`config.mk`:
```
export PLATFORM = sky130hd
export DESIGN_NAME = alu_arbiter
export DESIGN_NICKNAME = d
export VERILOG_FILES = /design/src/rtl/alu_arbiter.sv
export SDC_FILE = /design/constraint.sdc
export NUM_CORES = 1
export LEC_CHECK = 0
export BUFFER_PORTS_ARGS = -buffer_cell sky130_fd_sc_hd__buf_2
export CAP_MARGIN = 20
export CORE_UTILIZATION = 40
export CTS_CLUSTER_SIZE = 28
export DETAILED_ROUTE_END_ITERATION = 8
export GPL_TIMING_DRIVEN = 0
export PLACE_DENSITY = 0.82
export SLEW_MARGIN = 20
export SYNTH_ARGS = -nofsm -noshare
export SYNTH_HDL_FRONTEND = slang
export SYNTH_SLANG_ARGS = --single-unit
```
`constraint.sdc`:
```
create_clock -name clk -period 2 [get_ports clk]
set_clock_uncertainty 0.15 [all_clocks]
set_input_delay 0.5 -clock clk [delete_from_list [all_inputs] [get_ports clk]]
set_output_delay 0.5 -clock clk [all_outputs]
set_load 0.01 [all_outputs]
```
`src/rtl/alu_arbiter.sv`:
```
// Two-requester round-robin arbiter in front of a shared external add/sub ALU.
// One operation in flight at a time: accept (IDLE) -> execute (EXEC) -> respond (RESP).
module alu_arbiter #(
  parameter int unsigned WIDTH = 16
) (
  input  logic               clk,
  input  logic               rst_n,
  input  logic [1:0]         req_valid,
  output logic [1:0]         req_ready,
  input  logic [2*WIDTH-1:0] req_A,
  input  logic [2*WIDTH-1:0] req_B,
  input  logic [1:0]         req_Op,
  output logic [1:0]         rsp_valid,
  input  logic [1:0]         rsp_ready,
  output logic [WIDTH-1:0]   rsp_S,
  output logic [WIDTH-1:0]   alu_A,
  output logic [WIDTH-1:0]   alu_B,
  output logic               alu_Op,
  input  logic [WIDTH-1:0]   alu_S,
  output logic               busy
);

  typedef enum logic [1:0] {
    IDLE = 2'd0,
    EXEC = 2'd1,
    RESP = 2'd2
  } state_t;

  state_t             state_q, state_d;
  logic               accept_c;
  logic               gnt_sel_c;
  logic               gnt_q;
  logic               ptr_q;
  logic [WIDTH-1:0]   opa_q, opb_q;
  logic               op_q;
  logic [WIDTH-1:0]   res_q;

  // State register
  always_ff @(posedge clk or negedge rst_n) begin
    if (!rst_n) state_q <= IDLE;
    else        state_q <= state_d;
  end

  // Next state, grant selection and the combinational accept strobe
  always_comb begin
    state_d   = state_q;
    accept_c  = 1'b0;
    gnt_sel_c = ptr_q;
    req_ready = 2'b00;
    case (state_q)
      IDLE: begin
        if (req_valid != 2'b00) begin
          accept_c = 1'b1;
          if (req_valid == 2'b01)      gnt_sel_c = 1'b0;
          else if (req_valid == 2'b10) gnt_sel_c = 1'b1;
          else                         gnt_sel_c = ptr_q;
          // Held low during reset so no grant is advertised while flops are cleared
          if (rst_n) req_ready[gnt_sel_c] = 1'b1;
          state_d = EXEC;
        end
      end
      EXEC: state_d = RESP;
      RESP: if (rsp_ready[gnt_q]) state_d = IDLE;
      default: state_d = IDLE;
    endcase
  end

  // Operand capture, result capture and round-robin pointer update
  always_ff @(posedge clk or negedge rst_n) begin
    if (!rst_n) begin
      opa_q <= '0;
      opb_q <= '0;
      op_q  <= 1'b0;
      gnt_q <= 1'b0;
      ptr_q <= 1'b0;
      res_q <= '0;
    end else begin
      if (accept_c) begin
        opa_q <= gnt_sel_c ? req_A[2*WIDTH-1:WIDTH] : req_A[WIDTH-1:0];
        opb_q <= gnt_sel_c ? req_B[2*WIDTH-1:WIDTH] : req_B[WIDTH-1:0];
        op_q  <= req_Op[gnt_sel_c];
        gnt_q <= gnt_sel_c;
      end
      if (state_q == EXEC) res_q <= alu_S;
      if ((state_q == RESP) && rsp_ready[gnt_q]) ptr_q <= ~gnt_q;
    end
  end

  assign alu_A     = opa_q;
  assign alu_B     = opb_q;
  assign alu_Op    = op_q;
  assign rsp_S     = res_q;
  assign busy      = (state_q != IDLE);
  assign rsp_valid = (state_q == RESP) ? (gnt_q ? 2'b10 : 2'b01) : 2'b00;

endmodule

```
-- After elaboration in Yosys (flattened, before gate mapping)
Index checks and enable logic that the tools add are counted.
- magnitude comparators: 4
- add/sub/neg operators: 0
- div/mod/pow operators: 0
- reduce and logical (&&, ||, !) cells: 6
- multipliers: 0
- equal/unequal tests: 6
- shift-type cells: 0
- bitwise operators: 1
- multiplexer cells: 24
- operator list (operator ; number):
    2-to-1 mux 16 bit ; 2
    2-to-1 mux 2 bit ; 7
    2-to-1 mux 1 bit ; 13
    < comparator 1 x 2 -> 1 bit (second input constant) ; 3
    case mux 2 bit (3 select lines) ; 1
    equality test 2 x 1 -> 1 bit (second input constant) ; 2
    equality test 2 bit (second input constant) ; 2
    != test 2 bit (second input constant) ; 2
    nonzero test 2 bit ; 2
    logical AND 1 bit ; 2
    zero test 2 bit ; 1
    AND reduction 2 bit ; 1
    demux 1 bit (select 1 bit) ; 1
    greater-or-equal comparator 1 bit (second input constant) ; 1
    NOT 1 bit ; 1
- memory bits (read-only): 0
- bits of input ports: 88
- bits in registers: 53
- output and inout port bits: 54
- bits in latches: 0
- RAM bits: 0
- memories: 0

-- Logic depth before layout (Yosys ltp)
- word-level depth: 12
- mapped depth: 6

-- Worst setup path after synthesis
OpenSTA, ideal clock, no wires.
- kind: input to register
- from: input port req_valid[1]
- to: register opa_q[0] (netlist: alu_A[0])
- data arrival time: 1.651 ns
- setup time: 0.132 ns
- stages: 6
- path slack: 0.067 ns
- buffers on the path: 2
- data required time: 1.718 ns
- cell sequence: or4b_1 o211ai_2 buf_6 buf_12 mux2i_1 o21ai_1
- cells in the longest elaborated chain, start to end: 8
- ends and longest elaborated chain (what ; RTL line ; RTL):
    start: declaration ; 8 ; input logic [1:0] req_valid,
    equality test 2 bit ; 55 ; else if (req_valid == 2'b10) gnt_sel_c = 1'b1;
    2-to-1 mux 1 bit ; 55 ;
    2-to-1 mux 1 bit ; 54 ; if (req_valid == 2'b01) gnt_sel_c = 1'b0;
    2-to-1 mux 1 bit ; 52 ; if (req_valid != 2'b00) begin
    2-to-1 mux 1 bit ; 50 ; case (state_q)
    2-to-1 mux 1 bit ; 52 ;
    2-to-1 mux 1 bit ; 50 ;
    2-to-1 mux 16 bit ; 79 ; opa_q <= gnt_sel_c ? req_A[2*WIDTH-1:WIDTH] : req_A[WIDTH-1:0];
    end signal: assignment ; 79 ;
    end: declaration ; 34 ; logic [WIDTH-1:0] opa_q, opb_q;
Parallel ways exist; a longest one is shown, timed or not. The select of a mux whose other input is x is not followed.
A chain may end at the register's enable or synchronous reset.

-- Worst setup path in the final report
- from: register state_q[0]
- to: register opb_q[15] (netlist: alu_B[15])
- cells in the longest elaborated chain, start to end: 3
- ends and longest elaborated chain (what ; RTL line ; RTL):
    start: declaration ; 29 ; state_t state_q, state_d;
    start signal: assignment ; 41 ; else state_q <= state_d;
    zero test 2 bit * ; 50 ;
    2-to-1 mux 1 bit ; 50 ;
    2-to-1 mux 16 bit ; 80 ; opb_q <= gnt_sel_c ? req_B[2*WIDTH-1:WIDTH] : req_B[WIDTH-1:0];
    end signal: assignment ; 80 ;
    end: declaration ; 34 ;
Mark *: on every way between the ends. The rest lies on a longest branch, timed or not.

==> results.cfg <==
[outcome]
outcome = finished with violations
violations = hold timing

[power_and_ir_drop]
p_total_mw = 5.40
peakVddDrop_v = 0.000802
leakagePower_nw = 1.70
power.density_nw_per_um2 = 1620

[sta]
min_period_ns = 1.97
clock.fmax_mhz = 508
tns_ns = 0
setup_violations = 0
whs_ns = -0.0930
relSlewSlack = 0.701
post-route-period-util = 0.984
finalHoldViolations = 53
rsz0062_at_grt = true
worst_slew_pin_slew_ns = 0.449
report.final.slew_viol_count = 0

[synth]
async_flop_share = 1.00
syn_area_per_cell_sq_um = 11.6
netlist_area_sq_um = 2380
ys_seq_area_frac = 0.557
synthDistinctLibCells = 22
synth_compound_area_frac = 0.0931
synth-xor-area-share = 0
synth-adder-area-share = 0
synth_nets = 294
ys_warn_count = 0
synthCells = 206
synth_edf_count = 0
synthMuxAreaShare = 0.219
yosys.area_share.simple = 0.0810
synth_top_family_by_area = multiplexers
synth-seq-cells = 53
synthFlopType = dfrtp_1

[critical_path]
endpoint = alu_B[15]$_DFFE_PN0P_
critPathKind = reg -> reg
path_depth = 6
cp_slowest_cell = or4b_1
required_ns = 2.02
crit_arrival_ns = 1.98
path_max_fanout = 10
cp_cell_sequence = or4b_1 -> o211ai_2 -> buf_6 -> buf_12 -> mux2i_2 -> o21ai_1
rr_startpoint = state_q[0]$_DFFE_PN0P_
rr_worst_depth = 6
path_buf_inv = 2
worst_setup_path_end_kind = flip-flop
r2r-end = alu_B[15]$_DFFE_PN0P_
rrSetupSlack_ns = 0.03
critPathTopFamily = simple AND/OR/NAND/NOR gates
critPathLaunch = state_q[0]$_DFFE_PN0P_
critical_path.max_stage_delay_ns = 0.53
critPathLaunchType = flip-flop

[drt]
route.detailed.drc = 0
first_iter_violations = 56
drtAntennaViolNets = 0
routed_wl_um = 5690
vias_per_cell = 4.77
post_drt_wl_per_cell_um = 13.3
firstDrtPassIters = 4
vias = 2041

[floorplan]
initial_core_util = 0.424
fp.dieW_um = 79.1
die_height_um = 79.1
die_area_sq_um = 6260
num_io_pins = 142
num_rows = 27
design.core.area_sq_um = 5610

[worst_hold_path]
min_path_type = in -> async

[cts]
h-tree-depth = 2
cts_root_buffer = clkbuf_8
clk_pin_slew_ns = 0.09
cts.sinks = 53
cts_tree = done
cts_made_buffers = 5
clk_latency_ns = 0.30
cts_max_path_buffers = 2

[cells_and_area]
layout-area-overhead-vs-synth_pct = 40.2
final_nets = 444
final_util = 0.595
drive_gt1_frac = 0.517
nFillCells = 534
antenna_cells = 0
instances_no_fill = 428
finalInstanceArea_sq_um = 3340

[grt]
grt_pass1_vias = 2036
grtUsageMet3 = 0.0391
antenna_found_initial = 0
grt_overflow = 0
grt_busiest_layer = met2
met2_usage = 0.359
grt_util_met1 = 0.204
grt_max_degree = 56
grt_use_total = 0.188
grt_pass1_wl_um = 9070

[placement]
place.gp.congestion = 0.720
hpwl_um = 4410
dpl.cell_count = 419
port-buffer-count = 141
placed_area_sq_um = 3180

[flow_run]
cap_violations = 0
-- logic make-up (layout without fill, tap and decap cells) --
| logic type | after synthesis | in the layout |
|---|---|---|
| AOI/OAI and AO/OA | 41 | 41 |
| buffers and inverters | 16 | 166 |
| DFF | 53 | 53 |
| muxes | 50 | 50 |
| and+or+nand+nor | 46 | 46 |
-- routing by layer --
metal  vias to the layer above  share of wire
li1                       1004              -
met1                       949           0.39
met2                        81           0.54
met3                         7          0.061
met4                         0          0.011
met5                         -              0
-- sequential cells by signal, summed over array words and instances (netlist names) --
register,flops
gnt_q,1
alu_Op,1
alu_B,16
state_q,2
alu_A,16
rsp_S,16
ptr_q,1
-- synthesized netlist by cell type (2+ instances only) --
| cell | instances | area share |
|---|---|---|
| inv_1 | 3 | 0.0047 |
| dfrtp_1 | 53 | 0.56 |
| buf_12 | 3 | 0.025 |
| nand2_1 | 37 | 0.058 |
| clkbuf_1 | 8 | 0.013 |
| nor2_1 | 2 | 0.0032 |
| nand2b_1 | 2 | 0.0053 |
| o21ai_1 | 35 | 0.074 |
| o21ai_0 | 2 | 0.0042 |
| mux2i_1 | 33 | 0.14 |
| mux2_2 | 17 | 0.080 |
-- how the worst min path moves through the flow --
stage	to	startpoint	slack, ns
4_1_cts	alu_Op$_DFFE_PN0P_	rst_n	-0.04
5_1_grt	rsp_S[5]$_DFFE_PN0N_	rst_n	-0.09
6_report	rsp_S[5]$_DFFE_PN0N_	rst_n	-0.09
2_1_floorplan	alu_A[0]$_DFFE_PN0P_	rst_n	0.05
3_3_place_gp	alu_Op$_DFFE_PN0P_	alu_Op$_DFFE_PN0P_	0.31
3_5_place_dp	alu_A[15]$_DFFE_PN0P_	alu_A[15]$_DFFE_PN0P_	0.32
-- power breakdown --
| part | internal, mW | switching (mW) | total (mW) |
|---|---|---|---|
| Combinational | 1.42 | 1.46 | 2.88 |
| Sequential | 1.62 | 0.306 | 1.92 |
| Clock | 0.275 | 0.315 | 0.590 |
| Total | 3.32 | 2.08 | 5.40 |
-- what timing repair did --
item / 4_1_cts / 5_1_grt
buffers inserted: 1 / 1
pin swaps: 0 / 2
resized for setup: 7 / 9
hold endpoints to repair: 53 / 53
setup endpoints to repair: 12 / 37
-- stage by stage --
| stage | setup slack, ns | hold WS (ns) |
|---|---|---|
| floorplan | 0.0672 | 0.0544 |
| global placement | -0.576 | 0.314 |
| detailed placement | -0.398 | 0.321 |
| CTS | -0.00778 | -0.0447 |
| global route | -0.0477 | -0.0853 |
| finish | 0.0327 | -0.0930 |
-- cell usage in the layout, fill, tap and decap left out, types with 4 or more instances in the layout --
cell type	instances
mux2_2	17
buf_12	4
mux2i_1	29
o21ai_1	34
clkbuf_8	6
dfrtp_1	51
nand2_1	37
buf_2	141
clkbuf_1	7
-- area by class of cell --
cell class / count / area [sq um] / share of cell area
plain buffers: 13 / 109 / 0.0326
clock buffers: 7 / 86.3 / 0.0259
inverters: 3 / 11.3 / 0.00337
multi-input cells: 137 / 976 / 0.292
flip-flops and latches: 53 / 1330 / 0.398
well taps: 72 / 90.1 / 0.0270
repair buffers: 143 / 736 / 0.220
No activity file was read; power rests on OpenSTA's default activity.
